### config.mk
export PLATFORM = sky130hd
export DESIGN_NAME = unified_mem_arbiter
export DESIGN_NICKNAME = d
export VERILOG_FILES = /design/src/rtl/unified_mem_arbiter.sv
export SDC_FILE = /design/constraint.sdc
export NUM_CORES = 1
export LEC_CHECK = 0
export CAP_MARGIN = 20
export CORE_MARGIN = 4
export CORE_UTILIZATION = 42
export DETAILED_ROUTE_END_ITERATION = 16
export GPL_TIMING_DRIVEN = 0
export HOLD_SLACK_MARGIN = 0.1
export PLACE_DENSITY_LB_ADDON = 0.05
export REMOVE_ABC_BUFFERS = 1
export SYNTH_ARGS = -nofsm -noshare
export SYNTH_HDL_FRONTEND = slang
export SYNTH_SLANG_ARGS = --single-unit
### constraint.sdc
create_clock -name clk -period 1.89 [get_ports clk]
set_input_delay 0.378 -clock clk [delete_from_list [all_inputs] [get_ports clk]]
set_output_delay 0.378 -clock clk [all_outputs]
set_load 0.05 [all_outputs]
### src/rtl/unified_mem_arbiter.sv
// Round-robin arbiter sharing one single-port memory between instruction fetch and data access.
// Registered req/ack memory handshake, per-port valid pulses, timeout abort, saturating conflict counter.
module unified_mem_arbiter #(
    parameter int ADDR_W  = 32,
    parameter int DATA_W  = 32,
    parameter int TIMEOUT = 255
) (
    input  logic              clk,
    input  logic              rst,
    input  logic              if_req,
    input  logic [ADDR_W-1:0] if_addr,
    output logic [DATA_W-1:0] if_rdata,
    output logic              if_valid,
    input  logic              dm_read,
    input  logic              dm_write,
    input  logic [ADDR_W-1:0] dm_addr,
    input  logic [DATA_W-1:0] dm_wdata,
    output logic [DATA_W-1:0] dm_rdata,
    output logic              dm_valid,
    output logic              mem_req,
    output logic              mem_we,
    output logic [ADDR_W-1:0] mem_addr,
    output logic [DATA_W-1:0] mem_wdata,
    input  logic              mem_ack,
    input  logic [DATA_W-1:0] mem_rdata,
    output logic              stall,
    output logic              err,
    output logic [15:0]       conflict_count
);

    localparam int CNT_W = $clog2(TIMEOUT + 1);
    localparam logic [CNT_W-1:0] TIMEOUT_CNT = CNT_W'(TIMEOUT);

    typedef enum logic [1:0] {IDLE, BUSY, RESP} state_t;

    state_t            state, state_next;
    logic              dm_any;
    logic              tie;
    logic              grant_dm;
    logic              do_grant;
    logic              do_finish;
    logic              timed_out;
    logic              cur_dm;
    logic              last_grant_dm;
    logic [CNT_W-1:0]  wait_cnt;
    logic [CNT_W-1:0]  wait_cnt_inc;
    logic [15:0]       conflict_cnt;

    assign dm_any       = dm_read | dm_write;
    assign tie          = if_req & dm_any;
    // On a tie the port that did not win last time gets the memory.
    assign grant_dm     = dm_any & (~if_req | ~last_grant_dm);
    assign wait_cnt_inc = wait_cnt + 1'b1;

    assign stall          = (if_req & ~if_valid) | (dm_any & ~dm_valid);
    assign conflict_count = conflict_cnt;

    always_ff @(posedge clk or negedge rst) begin
        if (!rst) begin
            state <= IDLE;
        end else begin
            state <= state_next;
        end
    end

    always_comb begin
        state_next = state;
        do_grant   = 1'b0;
        do_finish  = 1'b0;
        timed_out  = 1'b0;
        case (state)
            IDLE: begin
                if (if_req | dm_any) begin
                    do_grant   = 1'b1;
                    state_next = BUSY;
                end
            end
            BUSY: begin
                if (mem_ack) begin
                    do_finish  = 1'b1;
                    state_next = RESP;
                end else if (wait_cnt_inc == TIMEOUT_CNT) begin
                    do_finish  = 1'b1;
                    timed_out  = 1'b1;
                    state_next = RESP;
                end
            end
            RESP: begin
                state_next = IDLE;
            end
            default: begin
                state_next = IDLE;
            end
        endcase
    end

    always_ff @(posedge clk or negedge rst) begin
        if (!rst) begin
            mem_req       <= 1'b0;
            mem_we        <= 1'b0;
            mem_addr      <= '0;
            mem_wdata     <= '0;
            cur_dm        <= 1'b0;
            last_grant_dm <= 1'b0;
            wait_cnt      <= '0;
            conflict_cnt  <= '0;
            err           <= 1'b0;
            if_valid      <= 1'b0;
            dm_valid      <= 1'b0;
            if_rdata      <= '0;
            dm_rdata      <= '0;
        end else begin
            if_valid <= 1'b0;
            dm_valid <= 1'b0;

            // Grant: latch the winning port's request into the memory-side registers.
            if (do_grant) begin
                mem_req       <= 1'b1;
                mem_we        <= grant_dm & dm_write;
                mem_addr      <= grant_dm ? dm_addr : if_addr;
                mem_wdata     <= grant_dm ? dm_wdata : mem_wdata;
                cur_dm        <= grant_dm;
                last_grant_dm <= grant_dm;
                wait_cnt      <= '0;
                if (tie && (conflict_cnt != 16'hFFFF)) begin
                    conflict_cnt <= conflict_cnt + 16'd1;
                end
            end

            // Completion: ack or timeout; aborted reads return zero.
            if (state == BUSY) begin
                if (do_finish) begin
                    mem_req <= 1'b0;
                    if (timed_out) begin
                        err <= 1'b1;
                    end
                    if (!mem_we) begin
                        if (cur_dm) begin
                            dm_rdata <= timed_out ? '0 : mem_rdata;
                        end else begin
                            if_rdata <= timed_out ? '0 : mem_rdata;
                        end
                    end
                    if (cur_dm) begin
                        dm_valid <= 1'b1;
                    end else begin
                        if_valid <= 1'b1;
                    end
                end else begin
                    wait_cnt <= wait_cnt_inc;
                end
            end
        end
    end

endmodule

==> Word level (Yosys, flattened, before mapping) <==
Index checks and enable logic that the tools add are counted.
W data, S select, Z words.
{ "word_totals": {"regBits": 160, "inputBits": 134, "out_inout_bits": 150, "elab_cells": 67} }
{ "classes": {"addsub": 2, "eq_ne": 5, "mux": 25, "bitwise_logic": 14, "n_reduce_logical": 8} }
{ "ops": {"columns": ["op", "n"], "rows": [
  ["$mux W32", 2],
  ["$mux W8", 3],
  ["$add A16 B1 Y16 const B", 1],
  ["$mux W1", 16],
  ["$ne A16 B16 Y1 const B", 1],
  ["$add A8 B1 Y8 const B", 1],
  ["$eq A8 B8 Y1 const B", 1],
  ["$reduce_and A4 Y1", 2],
  ["$mux W2", 3],
  ["$reduce_and A2 Y1", 3],
  ["$and A1 B1 Y1", 5],
  ["$not A1 Y1", 5],
  ["$or A1 B1 Y1", 4],
  ["$pmux W2 S2", 1],
  ["$ne A3 B3 Y1 const B", 1],
  ["$reduce_and A3 Y1", 1],
  ["$eq A2 B1 Y1 const B", 1],
  ["$logic_not A2 Y1", 1],
  ["$ne A2 B2 Y1 const B", 1],
  ["$logic_and A1 B1 Y1", 1]
]} }

==> Longest topological paths before layout <==
Gate-level depths: netlist (run 1).
{ "logic_depth": {"depth_word": 7, "depth_mapped": 7, "ltp_nobuf": 7} }

==> Worst setup path before layout (run 1) <==
OpenSTA, ideal clock, no wires.
{ "synth_timing": {"kind": "register to register", "from": "register conflict_cnt[0] (netlist: conflict_count[0])", "to": "register conflict_cnt[1] (netlist: conflict_count[1])", "setup_time_ps": 125, "t_arrival_ps": 1886, "t_required_ps": 1765, "slack_ps": -121, "path_stages_with_launch": 6, "n_path_buf": 0, "period_less_slack_ps": 2011, "cell_sequence": "dfrtp_1 ha_1 nand4_1 nor3_1 a31oi_1 mux2_2"} }
{ "synth_via": {"elab_chain_cells": 3, "elab_cells_between_ends": 4, "cone_classes": "add/sub (1); eq/ne (1); reduce/logical (2)"} }
{ "synth_rtl": {"columns": ["item", "line_no", "source"], "rows": [
  ["start, declared", "47", "logic [15:0] conflict_cnt;"],
  ["start signal, assigned", "126", "conflict_cnt <= conflict_cnt + 16'd1;"],
  ["branches (longest 3 deep; another with $add A16 B1 Y16)", null, null]
]} }
Several ways; the timed one is not identified.
A chain may end at the register's enable or synchronous reset.

==> Final worst setup path (run 1) <==
{ "layout_timing": {"from": "input port dm_read", "to": "register conflict_cnt[13] (netlist: conflict_count[13])"} }
{ "layout_via": {"elab_chain_cells": 5, "elab_cells_between_ends": 7, "cone_classes": "mux (2); bitwise (3); reduce/logical (2)"} }
{ "layout_rtl": {"columns": ["item", "line_no", "source"], "rows": [
  ["start, declared", "14", "input logic dm_read,"],
  ["$or A1 B1 Y1 *", "49", "assign dm_any = dm_read | dm_write;"],
  ["$or A1 B1 Y1", "73", "if (if_req | dm_any) begin"],
  ["$mux W1", "73", null],
  ["$mux W1", "71", "case (state)"],
  ["$reduce_and A2 Y1 (no line) *", null, null]
]} }
Mark *: on every way between the ends. The rest lies on a longest branch, timed or not.

==> results of run 1 <==
==> final timing paths <==
path	from	end	slack (ps)	cells after the start
worst min register to register	mem_addr[19]	mem_addr[19]	470	2
worst max register to register	wait_cnt[0]	wait_cnt[7]	70	9
worst min-delay path	dm_write	mem_we	350	3
min in group asynchronous	rst	conflict_count[3]	540	2
max in group asynchronous	rst	mem_wdata[9]	470	3
worst max-delay path	dm_read	conflict_count[13]	10	6
==> kinds of logic (layout without fill, tap and decap cells) <==
logic type	count (synthesis)	count (layout)	synth area share, %
other cells	0	1	0
buf+inv	39	354	2.53
compound gates	120	122	14.9
xor+xnor	15	15	2.01
fa+ha+maj	3	3	0.575
simple gates	102	102	7.50
mux	68	68	11.1
flops	160	160	61.4
==> cells in the final DEF, fill, tap and decap left out, types with 5 or more instances in the layout <==
cell	Yosys	routed
dfrtp_1	160	157
dlygate4sd2_1	0	149
clkdlybuf4s50_1	0	129
a32o_1	64	64
nand2_1	45	44
o21ai_0	37	36
mux2i_1	34	34
mux2_2	27	27
clkbuf_16	0	17
buf_4	1	14
nand3_1	11	11
xnor2_1	11	10
buf_6	0	10
nor2_1	12	9
mux2_1	7	7
nand4_1	6	6
inv_1	6	6
buf_12	0	6
and3_1	5	5
o21ai_4	0	5
==> state kept, by name, indices dropped and copies added (netlist names), 2 cells and up <==
register / cells
mem_wdata: 32
conflict_count: 16
state: 2
if_rdata: 32
dm_rdata: 32
mem_addr: 32
wait_cnt: 8
==> through the flow <==
step                       TNS, ps  area (sq um)
after floorplan            -265010          6380
after global placement    -1485280          9450
after detailed placement    -63870          9680
after CTS                        0         10400
after global routing          -147         10500
final                            0         10500
==> timing repair <==
action / CTS / global route
cloned: 2 / 0
gates resized for setup: 171 / 20
setup buffers: 17 / 6
endpoints found under the hold margin: 71 / 0
hold buffers: 1 / 0
setup endpoints to repair: 256 / 94
pin swaps: 8 / 4
==> cell type report <==
cell class,count,area [sq um]
clock buffer,23,478
tap,188,235
fill,1190,4710
clock inverter,8,129
multi-input combinational,310,2540
sequential,160,4010
antenna,1,2.50
timing repair buffer,317,3080
inverter,6,22.5
==> layer usage <==
layer	share of wire (%)	routed length [um]
met5	0	0
met4	2.0	371
met3	8.1	1530
met2	51	9650
met1	39	7380
==> power by group through the flow <==
stage | Sequential [mW] | Combinational (mW) | Clock, mW
2_1_floorplan | 10.5 | 2.30 | 0
3_3_place_gp | 5.68 | 11.0 | 0
3_5_place_dp | 5.77 | 11.4 | 0
4_1_cts | 5.68 | 10.8 | 3.60
5_1_grt | 5.87 | 11.4 | 3.75
6_report | 5.68 | 10.8 | 3.51
==> worst min-delay path, stage by stage <==
cell and delay [ps]:
dlymetal6s2s_1 190, nand3_1 100, nand2_1 60
==> summary.md, run 1 <==
| Metric | Value |
|---|---|
| Status | `completed` |
| H-tree depth | `4` |
| Power Density | `1910 nW/um^2` |
| Largest net degree at the start of global routing | `90` |
| Seq pwr share | `28.4%` |
| Gate power share | `54.1%` |
| P&R area growth vs syn | `60.8%` |
| Grt met3 use | `7.91%` |
| Most Crowded Layer GR | `met2` |
| Crit path max-delay cell type | `or4_4` |
| Post-synth EDFFs | `0` |
| Gr ovfl total | `0` |
| Setup WS post-layout | `14.1 ps` |
| CP startpoint kind | `primary input` |
| Detail Route Antenna Nets | `0` |
| Post-synth top flop | `dfrtp_1` |
| Vias in the first global route | `5590` |
| CTS Buffer Depth | `2` |
| Max Freq | `533 MHz` |
| Psw | `9.59 mW` |
| Tot Pwr | `20.0 mW` |
| Core area | `15200 sq um` |
| Synthesized area | `6520 sq um` |
| Syn avg cell area | `12.9 sq um` |
| Port bufs | `283` |
| P_int | `10.4 mW` |
| Total CTS buffers | `17` |
| Clock Tree Root | `clkbuf_16` |
| Slew headroom | `54.4%` |
| WS Path Type | `primary input to flop` |
| WL/cell | `18.7 um` |
| CTS tree | `yes` |
| Post-Place Cells | `955` |
| Synth cell types | `42` |
| Tightest Pin Transition | `684 ps` |
| Max Slew Vio Count | `0` |
| DIE AREA | `17600 sq um` |
| Most frequent cell after synthesis | `dfrtp_1` |
| FP Rows | `45` |
| Hold Path Class | `primary input to flop` |
| Final Cycle Share | `99.3%` |
| First-pass GRT wire length | `30100 um` |
| Vias | `5377` |
| Worst-path cell chain | `clkdlybuf4s50_1 > nor2_4 > nand3b_1 > or4_4 > nor3_4 > xor2_1` |
| Crit path DAT | `2210 ps` |
| Final net count | `949` |
| Switching Fraction | `47.9%` |
| Post-synth ARST share | `100%` |
| Synth area leaders | `dfrtp_1 (61%), a32o_1 (9.8%), mux2i_1 (5.2%)` |
| Clock slew at reported path FFs | `60 ps` |
| RSZ-0062 raised after global routing | `yes` |
| Finish-stage setup viols | `0` |
| Initial antenna violation count | `1` |
| Chip width | `133 um` |
| Crit path time final | `1880 ps` |
| Max FO, Critical Path | `4` |
| Worst skew pair latency | `420 ps` |
| Worst Hold Slack | `347 ps` |
| Met2 Usage GRT | `35.9%` |
| I/O pin count | `284` |
| Final Core Density | `69.0%` |
| Met1 Usage GRT | `25.9%` |
| Peak supply drop | `1.02 mV` |
| Slowest stage delay, CP | `620 ps` |
| Clk_skew | `9.91 ps` |
| Area leader, netlist | `dfrtp_1` |
| Non-Filler Instances | `1013` |
| #FFs+latches synth | `160` |
| WL final | `18900 um` |
| Clk sinks | `160` |
| Place WS | `-844 ps` |
| Initial core utilization | `42.9%` |
| Final Wtd Congestion | `0.785` |
| Top-area cell type share of the netlist area | `61.4%` |
| CP Capture Type | `flop` |
| Sum of buffers and inverters on the critical path | `1` |
| Largest delay share family, worst path | `simple AND/OR/NAND/NOR gates` |
| DP Wirelength | `13300 um` |
| Sequential area share after synthesis | `61.4%` |
| Leakage power | `4.93 nW` |
| Share of cells above drive strength 1 | `15.0%` |
| Crit path required time | `2230 ps` |
| Detailed Route Iter0 Violations | `269` |
| DRC | `0` |
| Yosys warns | `0` |
| Vias per cell | `5.31` |
| Commonest cells in the netlist | `dfrtp_1 (160), a32o_1 (64), nand2_1 (45), o21ai_0 (37), mux2i_1 (34)` |
| Mapped Cells | `507` |
| Clock share of power | `17.5%` |
| Max Cap Viol | `0` |
| GRT Overall Usage | `21.5%` |
| Die extent in y | `133 um` |
| Final hold viol count | `0` |
| Drt pass-1 iters | `7` |
Power figures use the tool's default switching activity.
==> inputs of run 2 (changes only) <==
Settings changed: CORE_MARGIN 4 to default.
==> summary.md, run 2 (same netlist as run 1, synthesis figures left out) <==
| Metric | Value |
|---|---|
| Status | `complete, but fails checks` |
| Failing checks | `negative setup slack` |
| Clk sinks | `160` |
| Met1 Usage GRT | `26.9%` |
| Total CTS buffers | `17` |
| Reg2reg start | `wait_cnt[0]` |
| Crit path DAT | `2330 ps` |
| Core area | `15200 sq um` |
| CTS Buffer Depth | `2` |
| Gr ovfl total | `0` |
| DRC | `0` |
| Grt met3 use | `7.25%` |
| WL final | `18200 um` |
| CP Capture Type | `flop` |
| Leading cell type in the layout, fill and taps excluded | `dfrtp_1` |
| Tot Pwr | `20.0 mW` |
| WS Path Type | `flop to flop` |
| CP endpoint | `wait_cnt[4]` |
| Peak supply drop | `1.18 mV` |
| WL/cell | `17.9 um` |
| P&R area growth vs syn | `61.7%` |
| Port bufs | `283` |
| Max Cap Viol | `0` |
| Initial antenna violation count | `0` |
| DIE AREA | `16000 sq um` |
| Clk_skew | `9.61 ps` |
| Setup WS post-layout | `-106 ps` |
| Placed Area | `9700 sq um` |
| Leakage power | `4.95 nW` |
| Share of cells above drive strength 1 | `15.1%` |
| Chip width | `127 um` |
| Die extent in y | `127 um` |
| Vias per cell | `5.34` |
| Vias in the first global route | `5673` |
| Worst skew pair latency | `410 ps` |
| RSZ-0062 raised after global routing | `yes` |
| Fill count | `1155` |
| Initial core utilization | `42.9%` |
| FP Rows | `45` |
| Max Slew Vio Count | `0` |
| Slew headroom | `30.5%` |
| CTS tree | `yes` |
| DP Wirelength | `12100 um` |
| Hold Path Class | `primary input to flop` |
| TNS Setup | `-704 ps` |
| Clock Tree Root | `clkbuf_16` |
| Crit path required time | `2220 ps` |
| H-tree depth | `4` |
| CP startpoint kind | `flop` |
| Reg2Reg Setup Slack | `-110 ps` |
| Storage cell area | `4010 sq um` |
| Clock slew at reported path FFs | `60 ps` |
| Met2 Usage GRT | `40.5%` |
| Multi-input logic area | `2540 sq um` |
| Detail Route Antenna Nets | `0` |
| N_diodes | `0` |
| Most Crowded Layer GR | `met2` |
| FF-to-FF End | `wait_cnt[4]` |
| Reg2Reg Depth | `9` |
| Crit path time final | `2000 ps` |
| Final hold viol count | `0` |
| Final Wtd Congestion | `0.751` |
| Vias | `5429` |
| Post-route cell area | `10500 sq um` |
| I/O pin count | `284` |
| Most frequent cells in the layout | `dfrtp_1 (159), dlygate4sd2_1 (152), clkdlybuf4s50_1 (128)` |
| Largest net degree at the start of global routing | `93` |
| GRT Overall Usage | `23.2%` |
| Final Cycle Share | `106%` |
| Max Freq | `501 MHz` |
| First-pass GRT wire length | `28700 um` |
| Max FO, Critical Path | `7` |
| Drt pass-1 iters | `5` |
| Final Core Density | `69.4%` |
| Tightest Pin Transition | `1040 ps` |
| Power Density | `1890 nW/um^2` |
| Detailed Route Iter0 Violations | `325` |
| Final net count | `953` |
| Finish-stage setup viols | `27` |
| Crit path from | `wait_cnt[0]` |
## run 2: cell types whose count changed in the layout (fill, tap and decap cells not counted), moves of 3 or more
| cell | before | now |
|---|---|---|
| dlygate4sd2_1 | 149 | 152 |
| nor3_2 | 1 | 4 |
| clkinv_2 | 0 | 3 |
| nor3_4 | 4 | 0 |
| clkbuf_8 | 3 | 0 |
## run 2: worst min-delay path by stage
| stage | from | end | slack (ps) | cells past startpoint |
|---|---|---|---|---|
| final | dm_write | mem_we | 440 | 3 |
| after global routing | dm_write | mem_we | 440 | 3 |
| after CTS | dm_write | mem_we | 430 | 3 |
| after detailed placement | rst | conflict_count[4] | 420 | 1 |
| after global placement | err | err | 450 | 1 |
| after floorplan | rst | conflict_count[0] | 80 | 0 |
## run 2: critical path, stage by stage, from the launching register on
cell and delay (ps):
dfrtp_1 390, buf_6 130, ha_4 160, xor2_2 120, nand4_1 200, buf_4 210, o21ai_4 200, buf_6 160
mux2i_1 210, o2bb2ai_1 140
## run 2: timing repair
action                     4_1_cts  5_1_grt
pin swaps                       10        9
hold endpoints to repair        68        0
hold buffers                     1        0
gates resized for setup        175       18
setup endpoints to repair      274       79
buffers inserted                22        1
gates cloned                     3        1
## run 2: metrics by stage
stage               hold slack [ps]  cells  setup slack [ps]
floorplan                      82.4    474             -2530
finish                          443   1017              -106
global placement                449    945             -5810
detailed placement              419    957             -1050
CTS                             428   1015             -36.5
global route                    436   1017              -171
## run 2: power by group
part           internal, mW  switching, mW
Clock                  2.08           1.32
Combinational          3.43           7.48
Sequential             4.88          0.786
## run 2: cell type report
class                   instances  share of cell area, %
multi-input cells             310                   24.1
clock buffers                  22                   4.21
repair buffers                321                   30.0
inverters                       6                  0.213
well taps                     188                   2.23
flip-flops and latches        160                   38.0
clock inverters                10                   1.30
## run 2: layer usage
metal | part of all wire, % | vias up
li1 | - | 2511
met1 | 39 | 2686
met2 | 52 | 215
met3 | 7.2 | 17
met4 | 1.3 | 0
met5 | 0 | -
